`src/rtl/fib_pkg.sv`:
```
// Shared types and constants for the Fibonacci term generator.
// Includes a reference F(n) helper for small indices.
package fib_pkg;

    localparam int FIB_WIDTH_DEF = 20;
    localparam int FIB_IDX_W_DEF = 8;

    typedef enum logic [1:0] {
        IDLE = 2'd0,
        RUN  = 2'd1,
        DONE = 2'd2
    } fib_state_e;

    // Reference F(n) for n <= 30; every such term fits in 32 bits.
    function automatic logic [31:0] fib_ref(input logic [4:0] n);
        logic [31:0] x;
        logic [31:0] y;
        logic [31:0] t;
        x = 32'd0;
        y = 32'd1;
        for (int i = 0; i < 31; i++) begin
            if (i < int'(n)) begin
                t = x + y;
                x = y;
                y = t;
            end else begin
                t = x;
            end
        end
        return x;
    endfunction

endpackage

```
`src/rtl/fib_core.sv`:
```
// Fibonacci datapath: holds the term pair (a, b) and their sticky overflow flags.
// load restarts the pair at (F(0), F(1)); step advances it by one term.
module fib_core
    import fib_pkg::*;
#(
    parameter int WIDTH = FIB_WIDTH_DEF
) (
    input  logic             clock,
    input  logic             reset,
    input  logic             load,
    input  logic             step,
    output logic [WIDTH-1:0] a,
    output logic             ovf_a
);

    logic [WIDTH-1:0] a_r;
    logic [WIDTH-1:0] b_r;
    logic             ovf_a_r;
    logic             ovf_b_r;
    logic [WIDTH:0]   sum_s;

    assign sum_s = {1'b0, a_r} + {1'b0, b_r};
    assign a     = a_r;
    assign ovf_a = ovf_a_r;

    // Term pair register; ovf_b runs one term ahead of ovf_a.
    always_ff @(posedge clock or negedge reset) begin
        if (!reset) begin
            a_r     <= '0;
            b_r     <= {{(WIDTH-1){1'b0}}, 1'b1};
            ovf_a_r <= 1'b0;
            ovf_b_r <= 1'b0;
        end else if (load) begin
            a_r     <= '0;
            b_r     <= {{(WIDTH-1){1'b0}}, 1'b1};
            ovf_a_r <= 1'b0;
            ovf_b_r <= 1'b0;
        end else if (step) begin
            a_r     <= b_r;
            b_r     <= sum_s[WIDTH-1:0];
            ovf_a_r <= ovf_b_r;
            ovf_b_r <= ovf_b_r | sum_s[WIDTH];
        end else begin
            a_r     <= a_r;
            b_r     <= b_r;
            ovf_a_r <= ovf_a_r;
            ovf_b_r <= ovf_b_r;
        end
    end

endmodule

```
`src/rtl/fib_seq_gen.sv`:
```
// Request/response Fibonacci term generator returning F(n) mod 2^WIDTH with overflow flag.
// Define FIB_STREAM_EN to add the term_valid/term_data stream of F(0)..F(n).
module fib_seq_gen
    import fib_pkg::*;
#(
    parameter int WIDTH = FIB_WIDTH_DEF,
    parameter int IDX_W = FIB_IDX_W_DEF
) (
    input  logic             clock,
    input  logic             reset,
    input  logic             clear,
    input  logic             req_valid,
    input  logic [IDX_W-1:0] req_n,
    output logic             req_ready,
    output logic             rsp_valid,
    input  logic             rsp_ready,
    output logic [WIDTH-1:0] rsp_data,
    output logic             rsp_ovf,
    output logic             busy
`ifdef FIB_STREAM_EN
    ,
    output logic             term_valid,
    output logic [WIDTH-1:0] term_data
`endif
);

    fib_state_e       state_r;
    logic [IDX_W-1:0] n_r;
    logic [IDX_W-1:0] cnt_r;
    logic             req_ready_r;
    logic             rsp_valid_r;
    logic             busy_r;
    logic [WIDTH-1:0] rsp_data_r;
    logic             rsp_ovf_r;
    logic [WIDTH-1:0] a_s;
    logic             ovf_a_s;
    logic             load_s;
    logic             step_s;
`ifdef FIB_STREAM_EN
    logic             term_valid_r;
    logic [WIDTH-1:0] term_data_r;
`endif

    assign req_ready = req_ready_r;
    assign rsp_valid = rsp_valid_r;
    assign busy      = busy_r;
    assign rsp_data  = rsp_data_r;
    assign rsp_ovf   = rsp_ovf_r;
`ifdef FIB_STREAM_EN
    assign term_valid = term_valid_r;
    assign term_data  = term_data_r;
`endif

    assign load_s = (state_r == IDLE) && req_valid && !clear;
    assign step_s = (state_r == RUN) && (cnt_r != n_r) && !clear;

    fib_core #(
        .WIDTH (WIDTH)
    ) u_core (
        .clock (clock),
        .reset (reset),
        .load  (load_s),
        .step  (step_s),
        .a     (a_s),
        .ovf_a (ovf_a_s)
    );

    // Control FSM, index counter and handshake outputs; clear overrides everything.
    always_ff @(posedge clock or negedge reset) begin
        if (!reset) begin
            state_r      <= IDLE;
            n_r          <= '0;
            cnt_r        <= '0;
            req_ready_r  <= 1'b1;
            rsp_valid_r  <= 1'b0;
            busy_r       <= 1'b0;
            rsp_data_r   <= '0;
            rsp_ovf_r    <= 1'b0;
`ifdef FIB_STREAM_EN
            term_valid_r <= 1'b0;
            term_data_r  <= '0;
`endif
        end else if (clear) begin
            state_r      <= IDLE;
            req_ready_r  <= 1'b1;
            rsp_valid_r  <= 1'b0;
            busy_r       <= 1'b0;
`ifdef FIB_STREAM_EN
            term_valid_r <= 1'b0;
`endif
        end else begin
`ifdef FIB_STREAM_EN
            term_valid_r <= 1'b0;
`endif
            case (state_r)
                IDLE: begin
                    if (req_valid) begin
                        n_r         <= req_n;
                        cnt_r       <= '0;
                        state_r     <= RUN;
                        req_ready_r <= 1'b0;
                        busy_r      <= 1'b1;
                    end else begin
                        state_r     <= IDLE;
                    end
                end
                RUN: begin
`ifdef FIB_STREAM_EN
                    term_valid_r <= 1'b1;
                    term_data_r  <= a_s;
`endif
                    if (cnt_r == n_r) begin
                        rsp_data_r  <= a_s;
                        rsp_ovf_r   <= ovf_a_s;
                        rsp_valid_r <= 1'b1;
                        busy_r      <= 1'b0;
                        state_r     <= DONE;
                    end else begin
                        cnt_r       <= cnt_r + IDX_W'(1);
                    end
                end
                DONE: begin
                    if (rsp_ready) begin
                        rsp_valid_r <= 1'b0;
                        req_ready_r <= 1'b1;
                        state_r     <= IDLE;
                    end else begin
                        state_r     <= DONE;
                    end
                end
                default: begin
                    state_r     <= IDLE;
                    req_ready_r <= 1'b1;
                    rsp_valid_r <= 1'b0;
                    busy_r      <= 1'b0;
                end
            endcase
        end
    end

endmodule

```
`config.mk`:
```
export PLATFORM = sky130hd
export DESIGN_NAME = fib_seq_gen
export DESIGN_NICKNAME = d
export VERILOG_FILES = /design/src/rtl/fib_pkg.sv /design/src/rtl/fib_core.sv /design/src/rtl/fib_seq_gen.sv
export SDC_FILE = /design/constraint.sdc
export NUM_CORES = 1
export LEC_CHECK = 0
export ABC_CLOCK_PERIOD_IN_PS = 2950
export CAP_MARGIN = 20
export CORE_AREA = 2 2 104 106
export DETAILED_ROUTE_END_ITERATION = 6
export DIE_AREA = 0 0 106 108
export SLEW_MARGIN = 25
export SYNTH_ARGS = -nofsm -noshare
export SYNTH_HDL_FRONTEND = slang
export SYNTH_SLANG_ARGS = --single-unit
```
`constraint.sdc`:
```
create_clock -name clock -period 2.95 [get_ports clock]
set_input_delay 0.885 -clock clock [delete_from_list [all_inputs] [get_ports clock]]
set_output_delay 0.885 -clock clock [all_outputs]
set_load 0.02 [all_outputs]
```
==> run metrics, run 1 <==
average size of a mapped cell 9.88 µm²; largest cells by area after synthesis dfrtp_1 (45%), nand2_1 (7.5%), mux2_4 (5.9%); vias in the first global route ~3.5k; cts-stage hold buffer count 0; crit path time final ~2.4 ns; Setup Fix Bufs, Post-CTS 0; WP buf/inv 1; GRT overflow 0; Layout area overhead 13.7%; Rel. slew slack 0.664; Max Cap Viol 0; die height between 100 and 150 µm; CTS tree yes; Final Hold Fails 0; worst r2r dst u_core.b_r[14]$_DFFE_PN0P_; Clk Tree Root Cell clkbuf_8; Sequential Power Share 0.540; drt wl/cell 15.0 µm; Starting Density 0.447; antenna-violating nets left 0; drt total wl between 9000 and 10000 µm; vias post-DR around 3.4k; cell area after synthesis 0.00457 mm²; number of synthesized flops with an enable pin 0; Worst-Skew Late Latency 0.35 ns; Top-Level Pins 37; area of the multi-input gates around 0.0023 mm²; Setup crit end u_core.b_r[14]$_DFFE_PN0P_; PwrDens approximately 470 mW/mm²; # clock sinks between 80 and 90; Syn. warnings 0; clock slew at reported path FFs approximately 0.080 ns; Final setup viols 0; Net Sw Power ~0.71 mW; VDD IR max approximately 0.24 mV; critical path depth 9; Slew Viols, Final 0; Net Count, Synth between 400 and 500; Clock power frac 0.300; first-pass GRT wire length 16600 µm; startpoint types flop; Net Sw Frac 0.291; row count 37; cell family with most CP delay compound AO/OA/AOI/OAI gates; Initial DRT Pass Iterations 5; Slew @ Worst Pin around 0.5 ns; die width 106 µm; RR Startpoint u_core.b_r[0]$_DFFE_PN1P_; Initial DRC Count 137; DP Wirelength between 6000 and 7000 µm; placed insts between 600 and 700; storage element area ~0.0021 mm²; CP Launch Point u_core.b_r[0]$_DFFE_PN1P_; Nets 530; Achievable Freq roughly 420 MHz; CP Class reg2reg; Post-route DRC 0; hold crit path type in2async; worst reg2reg setup slack around 0.54 ns; antenna violations before repair 0; final cell count without fillers around 640; share of cells above drive strength 1 0.116; Reg2Reg Depth 9; cell count after synthesis around 460; fill cell count approximately 960; CP max stage delay approximately 0.55 ns; CTS Buf Count 9; Internal approximately 1.7 mW; CP max-delay cell dfstp_2; worst-path maximum fanout 3; Final GP Congestion about 0.87; PortBufs 36; Post-CTS Resized 0; cell breakdown of the critical path ha_1, inv_1, fa_1, nand2b_1, a21oi_1, o21ai_0, a31oi_1, nor3_1, o31ai_1; antenna fix cells 0; Primary FF master, synth dfrtp_1; arrival time at the worst endpoint approximately 2.7 ns; FFs w/ async S/R, synth 1.00; setup TNS 0 ns; power share of the combinational group 0.160; RSZ-0062 raised after global routing no; commonest non-fill, non-tap cell in the layout nand2_1; gr usage total 0.181; outcome finished, final reports clean; flops & latches, synth 84; Worst Path Required approximately 3.2 ns; Period Utilization, post-route 0.816; Synth top area share 0.449; Synth area leader dfrtp_1; Pleak about 2.5 nW; die footprint between 0.01 and 0.015 mm²; largest net degree at the start of global routing between 40 and 50; CTS max path bufs 2; clk_skew 0.00827 ns; Critical Path Sink Type flop; commonest non-fill, non-tap cells in the layout nand2_1 (91), dfrtp_1 (82), nand3_1 (45), clkdlybuf4s50_1 (35), o21ai_0 (26); Core Footprint between 0.01 and 0.015 mm²; htree depth 3; Netlist cell types between 50 and 60; sequential cell area fraction in the yosys report 0.460; routed vias/inst about 5.4
## cells in the mapped netlist (3+ instances only)
master,instances
nor3_1,5
ha_1,21
o211ai_1,5
o21ai_0,26
buf_6,5
nand2b_1,3
buf_2,9
nor2_1,18
buf_4,5
and3_1,8
a21o_1,8
xnor2_1,17
a21oi_1,16
inv_1,5
mux2_4,18
dfrtp_1,82
nand2_1,91
nand3_1,45
clkbuf_1,7
nand4_1,10
a31oi_1,6
xor2_1,9
## stage by stage
stage | area [µm²] | hold slack, ns | power [mW] | setup slack [ns] | util
2_1_floorplan | 4570 | 0.457 | 1.59 | 0.873 | -
3_3_place_gp | 5040 | 0.477 | 1.71 | 0.271 | 0.493
3_5_place_dp | 5040 | 0.484 | 1.72 | 0.211 | 0.493
4_1_cts | 5200 | 0.503 | 2.46 | 0.548 | 0.508
5_1_grt | 5200 | 0.525 | 2.57 | 0.414 | 0.508
6_report | 5200 | 0.494 | 2.43 | 0.543 | 0.508
## routing by layer
metal | track usage | wire [µm] | up-vias
li1 | - | - | 1695
met1 | 0.246 | 4740 | 1658
met2 | 0.290 | 4370 | 62
met3 | 0.0374 | 331 | 10
met4 | 0.0611 | 111 | 0
met5 | 0 | 0 | -
## kinds of logic (layout without fill, tap and decap cells)
family                     after synthesis  count (layout)  synth area share
adders and majority gates               22              22            0.0618
DFF                                     84              84             0.460
xor gates and xnor gates                26              26            0.0498
buffers and inverters                   32              69            0.0413
and+or+nand+nor                        196             196             0.204
AOI/OAI and AO/OA                       83              83             0.119
muxes                                   20              20            0.0640
## state kept, by name (all words and copies together), names as in the netlist
register / count
u_core.ovf_a: 1
state_r: 2
rsp_valid: 1
req_ready: 1
rsp_data: 20
u_core.ovf_b_r: 1
rsp_ovf: 1
n_r: 8
busy: 1
u_core.b_r: 20
cnt_r: 8
u_core.a: 20
## worst min-delay path by stage
| stage | endpoint | slack (ns) | cells past startpoint |
|---|---|---|---|
| final | rsp_data[8]$_DFFE_PN0P_ | 0.49 | 1 |
| after global routing | u_core.b_r[7]$_DFFE_PN0P_ | 0.53 | 1 |
| after CTS | rsp_data[8]$_DFFE_PN0P_ | 0.50 | 1 |
| after detailed placement | u_core.a[12]$_DFFE_PN0P_ | 0.48 | 2 |
| after global placement | rsp_data[1]$_DFFE_PN0P_ | 0.48 | 2 |
| after floorplan | u_core.a[16]$_DFFE_PN0P_ | 0.46 | 2 |
## power by group through the flow
stage / Clock, mW / Sequential [mW] / Combinational, mW
2_1_floorplan: 0 / 1.32 / 0.270
3_3_place_gp: 0 / 1.33 / 0.382
3_5_place_dp: 0 / 1.33 / 0.389
4_1_cts: 0.760 / 1.31 / 0.394
5_1_grt: 0.806 / 1.32 / 0.443
6_report: 0.727 / 1.31 / 0.389
## layout make-up
type / count / share of cell area
sequential: 84 / 0.405
timing repair buffer: 48 / 0.0885
tap: 136 / 0.0327
multi-input combinational: 347 / 0.439
clock inverter: 2 / 0.00192
inverter: 5 / 0.00361
clock buffer: 14 / 0.0293
No activity file was read; power rests on OpenSTA's default activity.
==> run 2: changes to the inputs <==
ABC_CLOCK_PERIOD_IN_PS = 2440   (was 2950)
clock period = 2.44 ns   (was 2.95 ns; I/O delays follow)
==> run metrics, run 2 (synthesis results as in run 1) <==
outcome finished, final reports clean; # clock sinks 84 (unchanged); die width 106 µm (unchanged); Final GP Congestion 0.884 (+2.0%); fill cell count 947 (-1.6%); gr usage total 0.185 (+0.00388); Top-Level Pins 37 (unchanged); Worst Path Required 2.68 ns (-0.54 ns); startpoint types flop; worst hold slack 0.314 ns (-0.179 ns); commonest non-fill, non-tap cells in the layout nand2_1 (91), dfrtp_1 (82), nand3_1 (45), clkdlybuf4s50_1 (35), o21ai_0 (25); Slew Viols, Final 0 (unchanged); Core Footprint 0.0102 mm² (unchanged); Final Hold Fails 0 (unchanged); worst-path maximum fanout 3 (unchanged); RR Startpoint u_core.b_r[0]$_DFFE_PN1P_; antenna-violating nets left 0 (unchanged); arrival time at the worst endpoint 2.54 ns (-0.13 ns); Final setup viols 0 (unchanged); CTS tree yes; die footprint 0.0114 mm² (unchanged); vias in the first global route 3476 (unchanged); storage element area 0.00210 mm² (unchanged); area of the multi-input gates 0.00230 mm² (+0.49%); Initial DRT Pass Iterations 4 (-1); crit path time final 2.30 ns (-0.110 ns); DP Wirelength 6900 µm (+3.3%); final cell count without fillers 646 (+1.6%); Slew @ Worst Pin 0.447 ns (-0.0564 ns); antenna fix cells 0 (unchanged); hold crit path type in2async; Layout area overhead 16.5%; share of cells above drive strength 1 0.141 (+0.0252); commonest non-fill, non-tap cell in the layout nand2_1; Worst-Skew Late Latency 0.36 ns (about the same); worst r2r dst u_core.b_r[14]$_DFFE_PN0P_; first-pass GRT wire length 16900 µm (+1.4%); placed insts 629 (+1.5%); Pleak 2.61 nW (+2.7%); worst reg2reg setup slack 0.14 ns (-0.40 ns); Final Cell Area 0.00533 mm² (+2.5%); routed vias/inst 5.42 (+0.61%); Starting Density 0.447 (unchanged); CP Class reg2reg; Achievable Freq 435 MHz (+4.8%); largest net degree at the start of global routing 54 (+10%); GRT overflow 0 (unchanged); CTS max path bufs 2 (unchanged); row count 37 (unchanged); Rel. slew slack 0.702 (+0.0376); Initial DRC Count 142 (+3.6%); PwrDens 570 mW/mm² (+22%); antenna violations before repair 0 (unchanged); drt wl/cell 15.1 µm (+0.60%); VDD IR max 0.283 mV (+20%); Clk Tree Root Cell clkbuf_8; drt total wl 9760 µm (+2.2%); die height 108 µm (unchanged); Period Utilization, post-route 0.942 (+0.126); Reg2Reg Depth 10 (+1); PortBufs 36 (unchanged); CP Launch Point u_core.b_r[0]$_DFFE_PN1P_; Critical Path Sink Type flop; clk_skew 0.00912 ns (+0.000847 ns); Nets 541 (+2.1%); Max Cap Viol 0 (unchanged); vias post-DR 3500 (+2.2%); CTS Buf Count 9 (unchanged); htree depth 3 (unchanged); Post-route DRC 0 (unchanged); area post-placement 0.00512 mm² (+1.6%); clock slew at reported path FFs 0.08 ns (about the same)
[run 2: changes by cell type in the layout (fill, tap and decap cells not counted), sizes merged]
cell / delta
buf: +11
bufinv: +1
clkbuf: -1
clkinv: -1
[run 2: stage by stage]
step	utilization	worst slack, ns	TNS (ns)	total power, mW
after global placement	0.500	0.0891	0	2.09
after global routing	0.521	-0.000967	-0.000967	3.21
after CTS	0.518	0.109	0	3.08
final	0.521	0.142	0	3.04
after floorplan	-	0.363	0	1.92
after detailed placement	0.500	0.0493	0	2.10
[run 2: how the worst max path moves through the flow]
stage                                            end  cells after the start
final                     u_core.b_r[14]$_DFFE_PN0P_                     10
after global routing      u_core.b_r[14]$_DFFE_PN0P_                     10
after CTS                 u_core.b_r[14]$_DFFE_PN0P_                      9
after detailed placement  u_core.b_r[16]$_DFFE_PN0P_                      8
after global placement    u_core.b_r[16]$_DFFE_PN0P_                      8
after floorplan           u_core.b_r[14]$_DFFE_PN0P_                      9
[run 2: power by group]
| group | leakage [nW] | internal, mW | switching (mW) |
|---|---|---|---|
| registers | 1.15 | 1.49 | 0.0916 |
| logic | 1.37 | 0.204 | 0.282 |
| clock network | 0.0935 | 0.496 | 0.472 |
| total | 2.61 | 2.19 | 0.846 |
[run 2: timing repair]
item,in CTS,in global routing
resized for setup,0,4
buffers inserted,0,2
hold buffers,0,0
setup endpoints to repair,0,3
[run 2: layout make-up]
cell class                      count  share of cell area
Clock buffer                       13              0.0279
Clock inverter                      2             0.00657
Inverter                            5             0.00352
Multi-Input combinational cell    347               0.431
Sequential cell                    84               0.395
Tap cell                          136              0.0319
Timing Repair Buffer               59               0.104
[run 2: metal layers]
layer,vias to the layer above,global-route usage,wire length [µm]
li1,1716,-,-
met1,1695,0.256,4790
met2,76,0.282,4440
met3,13,0.0374,366
met4,0,0.0789,169
met5,-,0,0
[run 2: worst max-delay path, stage by stage, from the launching register on]
cell      delay (ns)
dfstp_2         0.55
ha_1            0.17
inv_1           0.06
fa_1            0.39
nand2b_1        0.19
a21oi_2         0.19
o21ai_1         0.10
a31oi_1         0.22
buf_4           0.15
o21a_1          0.10
o31ai_1         0.07
==> run 3: changes to the inputs <==
CORE_AREA = 3 3 105 107   (was 2 2 104 106)
DIE_AREA = 0 0 108 110   (was 0 0 106 108)
==> run metrics, run 3 (synthesis results as in run 1) <==
cell breakdown of the critical path ha_1, inv_1, fa_1, nand2b_1, a21oi_2, o21ai_1, nand3_1, xnor2_1, o21ai_0; Setup Fix Bufs, Post-CTS 0 (unchanged); row count 37 (unchanged); drt total wl 9350 µm (-4.2%); antenna fix cells 0 (unchanged); Top-Level Pins 37 (unchanged); commonest non-fill, non-tap cell in the layout nand2_1; total power 3.35 mW (+10%); Period Utilization, post-route 0.945 (+0.00376); htree depth 3 (unchanged); Post-route DRC 0 (unchanged); CTS tree yes; CTS Buf Count 9 (unchanged); outcome finished, final reports clean; Met2 Routed Length 4160 µm (-6.3%); clk_skew 0.00999 ns (+0.000869 ns); VDD IR max 0.292 mV (+3.4%); Starting Density 0.447 (unchanged); antenna-violating nets left 0 (unchanged); met3 wire len 301 µm (-18%); Post-CTS Resized 0 (unchanged); met1 wire length 4730 µm (-1.2%); hold crit path type in2async; vias in the first global route 3355 (-3.5%); Final setup viols 0 (unchanged); PwrDens 623 mW/mm² (+9.3%); CP max stage delay 0.55 ns (about the same); routed vias/inst 5.33 (-1.7%); Clk Tree Root Cell clkbuf_8; GRT overflow 0 (unchanged); DP Wirelength 6620 µm (-4.1%); Critical Path Sink Type flop; clock slew at reported path FFs 0.09 ns (about the same); Final Hold Fails 0 (unchanged); CTS max path bufs 2 (unchanged); largest net degree at the start of global routing 54 (unchanged); Max Cap Viol 0 (unchanged); die footprint 0.0119 mm² (+3.8%); vias post-DR 3431 (-2.0%); PortBufs 36 (unchanged); worst slack, placed -0.0157 ns (-0.0651 ns); RSZ-0062 raised after global routing no; die height 110 µm (+1.9%); die width 108 µm (+1.9%); area post-placement 0.00511 mm² (-0.15%); Pleak 2.64 nW (+0.85%); CP Class reg2reg; Initial DRT Pass Iterations 4 (unchanged); Worst-Skew Late Latency 0.37 ns (about the same); worst-path maximum fanout 4 (+1); startpoint types flop; cts-stage hold buffer count 0 (unchanged); Final GP Congestion 0.876 (-1.0%); Slew Viols, Final 0 (unchanged); crit path time final 2.31 ns (+0.00917 ns); CP max-delay cell dfstp_2; DR top layer met4; Worst Path Required 2.69 ns (about the same); gr usage total 0.175 (-0.00924); Initial DRC Count 171 (+20%); Core Footprint 0.0102 mm² (unchanged); Nets 538 (-0.55%); fill cell count 948 (+0.11%); commonest non-fill, non-tap cells in the layout nand2_1 (91), dfrtp_1 (82), nand3_1 (45), clkdlybuf4s50_1 (35), o21ai_0 (25); # clock sinks 84 (unchanged); first-pass GRT wire length 16500 µm (-2.1%); drt wl/cell 14.5 µm (-3.9%); antenna violations before repair 0 (unchanged); setup ws final 0.133 ns (-0.00917 ns); Final Cell Area 0.00539 mm² (+1.0%); final core occ 0.526 (+0.00538); Rel. slew slack 0.708 (+0.00575); Layout area overhead 17.7%; Slew @ Worst Pin 0.438 ns (-0.00862 ns); Achievable Freq 434 MHz (-0.40%); share of cells above drive strength 1 0.142 (+0.000556); arrival time at the worst endpoint 2.56 ns (+0.02 ns)
run 3: cell count changes in the layout (fill, tap and decap cells not counted), moves of 2 or more:
cell / change
buf_4: -3
bufinv_16: +3
clkbuf_1: -3
a21oi_1: +2
a21oi_2: -2
run 3: layout make-up:
cell class,count,area [µm²],area share
multi-input combinational,347,2300,0.426
sequential,84,2100,0.391
timing repair buffer,56,533,0.0990
tap,136,170,0.0316
clock inverter,7,139,0.0258
clock buffer,9,124,0.0230
inverter,5,18.8,0.00349
run 3: per-stage QoR:
stage / hold slack (ns) / TNS, ns / std cells
finish: 0.300 / 0 / 644
global route: 0.313 / 0 / 644
CTS: 0.311 / 0 / 644
detailed placement: 0.471 / -0.0157 / 628
global placement: 0.465 / 0 / 628
floorplan: 0.436 / 0 / 463
run 3: final timing paths:
check	start	end	slack, ns	depth (start not counted)
max in group asynchronous	reset	n_r[4]$_DFFE_PN0P_	1.52	2
min reg2reg	rsp_data[1]$_DFFE_PN0P_	rsp_data[1]$_DFFE_PN0P_	0.49	2
max	u_core.b_r[0]$_DFFE_PN1P_	u_core.b_r[12]$_DFFE_PN0P_	0.13	9
max reg2reg	u_core.b_r[0]$_DFFE_PN1P_	u_core.b_r[12]$_DFFE_PN0P_	0.13	9
min in group clock	rsp_data[1]$_DFFE_PN0P_	rsp_data[1]$_DFFE_PN0P_	0.49	2
min	reset	rsp_data[9]$_DFFE_PN0P_	0.30	1
run 3: critical path, delay by kind of cell (launching register included):
kind,cells,cell delay (ns)
AO/OA/AOI/OAI,3,0.42
flip-flops,1,0.55
AND/OR/NAND/NOR,2,0.43
XOR/XNOR,1,0.16
buffers and inverters,1,0.06
adder cells (fa/ha/maj),2,0.57
run 3: report_power, final:
group	leakage [nW]	switching (mW)	total [mW]	internal, mW
Combinational	1.35	0.275	0.475	0.200
Clock	0.133	0.516	1.30	0.781
Sequential	1.15	0.0899	1.58	1.49
run 3: routing by layer:
layer	vias up	global-route usage
met2	59	0.266
met5	-	0
li1	1712	-
met4	0	0.0784
met3	10	0.0280
met1	1650	0.249
==> patch 1, RTL diff (settings of run 2) <==
Make the reset (`reset`) synchronous in 2 clocked blocks.
--- a/src/rtl/fib_core.sv
+++ b/src/rtl/fib_core.sv
@@ -24,7 +24,7 @@
     assign ovf_a = ovf_a_r;
 
     // Term pair register; ovf_b runs one term ahead of ovf_a.
-    always_ff @(posedge clock or negedge reset) begin
+    always_ff @(posedge clock) begin
         if (!reset) begin
             a_r     <= '0;
             b_r     <= {{(WIDTH-1){1'b0}}, 1'b1};
--- a/src/rtl/fib_seq_gen.sv
+++ b/src/rtl/fib_seq_gen.sv
@@ -66,7 +66,7 @@
     );
 
     // Control FSM, index counter and handshake outputs; clear overrides everything.
-    always_ff @(posedge clock or negedge reset) begin
+    always_ff @(posedge clock) begin
         if (!reset) begin
             state_r      <= IDLE;
             n_r          <= '0;
Behaviour: differs if reset is asserted again (counterexample within 4 cycles, from zero or initial values and one cycle with reset low); with reset held inactive, the same outputs for 10 cycles.
==> patch 1 against run 2 <==
  * Critical path depth stayed put
  * Design area is 7.0% lower
  * Synthesized cell count increased by 5.6%
  * Synthesized area fell by 9.4%
  * Routed wire length decreased by 9.5%
  * Setup slack improved by 0.0098 ns
  * Sequential cell count unchanged
  * First-iteration DRC count shrank 6.3%
  * Utilization fell by 3.7 points
  * Die area stayed put
  * Clock skew is essentially flat
Power is not compared: it rests on default switching activity, and its combinational part moved more than twofold at a synthesized area within 25%.
==> patch 1: results (changes against run 2) <==
Yosys
  • Xor/xnor share of the synthesized area: 5.914% (+0.94 points)
  • Synth top cells by count: 99 x nand2_1, 84 x dfxtp_1, 55 x a21oi_1
  • Number of library cell types mapped by synthesis: 50 (-11%)
  • Post-synthesis mux area share: 5.311% (-1.1 points)
  • Syn avg cell area: 8.480 sq um (-14%)
  • Synth Area in Adders: 6.820% (+0.64 points)
  • Syn nets: 524 (+5.2%)
  • Seq/Total Area, Yosys: 40.56% (-5.5 points)
  • Top post-synthesis cells by area: dfxtp_1 41%, nand2_1 9.0%, a21oi_1 6.6%
  • Synth Area in Compound Gates: 15.27% (+3.4 points)
  • Async set-reset flop share out of synthesis: 0% (-100 points)

GRT
  • Largest net degree at the start of global routing: 34 (-37%)
  • First-pass GRT wire length: 15.34 mm (-9.0%)
  • Grt met2 use: 26.54% (-1.7 points)
  • Met1 Usage GRT: 22.11% (-3.5 points)
  • M3 GR Usage: 3.617% (-0.12 points)
  • Vias in the first global route: 3228 (-7.1%)
  • Total track usage: 16.64% (-1.8 points)

Layout
  • Fillers: 972 (+2.6%)
  • Fraction of area in multi-input gates: 47.08% (+4.0 points)
  • Comb_multi_in: 375 (+8.1%)
  • Util after Layout: 48.44% (-3.7 points)
  • Fin cells: 676 (+4.6%)
  • Buffering overhead: 11.06% (+0.64 points)
  • Nonclk inv count: 9 (+4)
  • Non-CTS buffers: 56 (-5.1%)
  • Clock-cell share: 3.812% (+0.36 points)
  • Share of layout cells above drive strength 1: 8.333% (-5.8 points)
  • Nets@finish: 570 (+5.4%)
  • Reg area: 0.001682 sq mm (-20%)

Worst setup path
  • Worst Setup SP: u_core.a[0]$_SDFFE_PP0P_
  • R2R setup slack: 0.15 ns
  • R2R Path End: u_core.b_r[8]$_SDFFE_PP0P_
  • CP peak stage delay: 0.40 ns (-0.15 ns)
  • CP max stage cell: fa_1

Routing
  • Vias: 3466 (-0.97%)
  • Total wire length after detailed routing: 8.829 mm (-9.5%)
  • Met3 wire len: 291 um (-20%)
  • DR WL met2: 4.037 mm (-9.0%)
  • Wire length on met1: 4.327 mm (-9.6%)
  • Top layer in use: met4
  • 1st-iter DRT viols: 133 (-6.3%)
  • Drt first pass iters: 4 (unchanged)

Placement
  • Dpl cell area: 0.004757 sq mm (-7.1%)
  • HPWL after detailed placement: 6.350 mm (-8.0%)
  • Placed cells: 660 (+4.9%)
  • Post-Place Worst Slack: 0.04958 ns (+0.0002616 ns)
  • Placer Congestion: 0.8449 (-4.5%)

Status
  • Status: complete, no violations

Min path
  • Hold crit path type: reg -> reg

STA
  • Worst Skew: 0.009529 ns (+0.0004095 ns)
  • Worst Hold Slack: 0.4702 ns (+0.1557 ns)
  • Slew margin rel.: 66.84% (-3.4 points)

Power and ir drop
  • Static leakage: 2.005 nW
-- patch 1: changes by cell type after synthesis, moves of 8 or more --
cell,before,now
a21boi_0,1,9
a21oi_1,16,55
dfrtp_1,82,0
dfxtp_1,0,84
mux2_4,18,0
mux2i_1,0,22
nand2_1,91,99
nand3_1,45,17
nor2b_1,1,24
o21ai_0,26,9
-- patch 1: worst max-delay path by stage --
stage	to	slack, ns	depth (start not counted)
final	u_core.b_r[8]$_SDFFE_PP0P_	0.15	10
after global routing	u_core.b_r[17]$_SDFFE_PP0P_	0.02	9
after CTS	u_core.b_r[8]$_SDFFE_PP0P_	0.09	10
after detailed placement	u_core.b_r[1]$_SDFFE_PP0P_	0.05	6
after global placement	u_core.b_r[1]$_SDFFE_PP0P_	0.09	6
after floorplan	u_core.b_r[8]$_SDFFE_PP0P_	0.30	10
-- patch 1: timing repair --
item	CTS	global route
endpoints found under the setup margin	0	2
setup buffers	0	0
hold endpoints to repair	0	0
hold buffers	0	0
resized for setup	0	3
==> patch 2, RTL diff (flow settings as in run 2) <==
Without the edit above. Add a define of `FIB_STREAM_EN`.
--- a/src/rtl/fib_seq_gen.sv
+++ b/src/rtl/fib_seq_gen.sv
@@ -1,5 +1,7 @@
 // Request/response Fibonacci term generator returning F(n) mod 2^WIDTH with overflow flag.
 // Define FIB_STREAM_EN to add the term_valid/term_data stream of F(0)..F(n).
+`define FIB_STREAM_EN
+
 module fib_seq_gen
     import fib_pkg::*;
 #(
Function (old outputs only; new: term_data and term_valid): kept (equiv_simple and equiv_induct, registers matched by name and starting in step).
==> patch 2 against run 2 <==
  * Critical path depth decreased by 1
  * Total power increased by 18%
  * Fmax shrank 4.1%
  * Synthesized area up 13%
  * Routed wire length increased by 13%
  * Setup slack lost 0.097 ns
  * Synthesized cell count is 9.7% higher
  * Sequential cell count is 21 higher
  * Clock skew grew 0.0058 ns
  * Die area is the same
  * Sequential power up 22%
  * Design area up 20%
  * Critical path type unchanged
  * Highest routed layer unchanged
==> patch 2: results (changes against run 2) <==
Layout
  • Comb_multi_in: 366 (+5.5%)
  • Non-CTS buffers: 101 (+71%)
  • Nets@finish: 625 (+16%)
  • Nonclk inv count: 7 (+2)
  • Area growth from synthesis to final layout: 23.73%
  • Clock-cell share: 2.949% (-0.50 points)
  • Clock buf count: 12 (-1)
  • Reg area: 0.002630 sq mm (+25%)
  • Multi-input gate area: 0.002481 sq mm (+8.0%)
  • Buffering overhead: 14.22% (+3.8 points)

Yosys
  • Synth top cells by count: 103 x dfrtp_1, 87 x nand2_1, 50 x nand3_1

Status
  • Status: complete, no violations

STA
  • Worst Hold Slack: 0.4124 ns (+0.09789 ns)
  • Slew @ Worst Pin: 0.5552 ns (+0.1084 ns)

Placement
  • Placed cells: 714 (+14%)
  • Dpl cell area: 0.006145 sq mm (+20%)

Worst setup path
  • Start of the worst register-to-register path: u_core.a[10]$_DFFE_PN0P_
  • R2R setup slack: 0.05 ns (-0.10 ns)
  • Crit path DAT: 2.64 ns (+0.10 ns)
  • Worst R2R Path Depth: 9 (-1)

Power and ir drop
  • Static leakage: 3.163 nW (+21%)
  • Peak VDD IR: 0.4136 mV (+46%)

Routing
  • Vias: 4025 (+15%)
  • Met3 wire len: 394 um (+7.7%)

GRT
  • Met1 Usage GRT: 29.63% (+4.0 points)
  • Largest net degree at the start of global routing: 106 (+96%)
==> patch 2: cells by family after synthesis <==
logic type / synth area share, %
AOI/OAI and AO/OA: 10.15
xor gates and xnor gates: 4.228
adders and majority gates: 5.460
buffers and inverters: 2.924
DFF: 50.79
muxes: 9.108
and+or+nand+nor: 17.35
==> patch 2: worst max-delay path, cell delays in order, from the launching register on <==
cell,delay [ns]
dfrtp_1,0.40
ha_1,0.32
and4_1,0.22
a32o_2,0.24
buf_4,0.13
and3_2,0.20
nor4_2,0.21
buf_4,0.17
o41ai_1,0.07
or3_1,0.30
==> patch 2: power groups by stage <==
| stage | sequential, mW | combinational [mW] | clock (mW) |
|---|---|---|---|
| 4_1_cts | 1.93 | 0.582 | 1.10 |
| 3_5_place_dp | 1.96 | 0.580 | 0 |
| 3_3_place_gp | 1.95 | 0.572 | 0 |
| 6_report | 1.93 | 0.577 | 1.07 |
| 5_1_grt | 1.94 | 0.659 | 1.17 |
| 2_1_floorplan | 1.98 | 0.296 | 0 |
==> patch 2: worst max path at each step <==
| stage | endpoint | slack [ns] | from | cells past startpoint |
|---|---|---|---|---|
| 5_1_grt | u_core.b_r[17]$_DFFE_PN0P_ | -0.07 | u_core.a[10]$_DFFE_PN0P_ | 9 |
| 3_3_place_gp | u_core.b_r[16]$_DFFE_PN0P_ | 0.05 | clear | 6 |
| 6_report | u_core.b_r[17]$_DFFE_PN0P_ | 0.05 | u_core.a[10]$_DFFE_PN0P_ | 9 |
| 3_5_place_dp | u_core.b_r[16]$_DFFE_PN0P_ | -0.01 | clear | 6 |
| 4_1_cts | u_core.b_r[17]$_DFFE_PN0P_ | 0.01 | u_core.b_r[8]$_DFFE_PN0P_ | 9 |
| 2_1_floorplan | u_core.b_r[19]$_DFFE_PN0P_ | 0.05 | u_core.a[8]$_DFFE_PN0P_ | 7 |
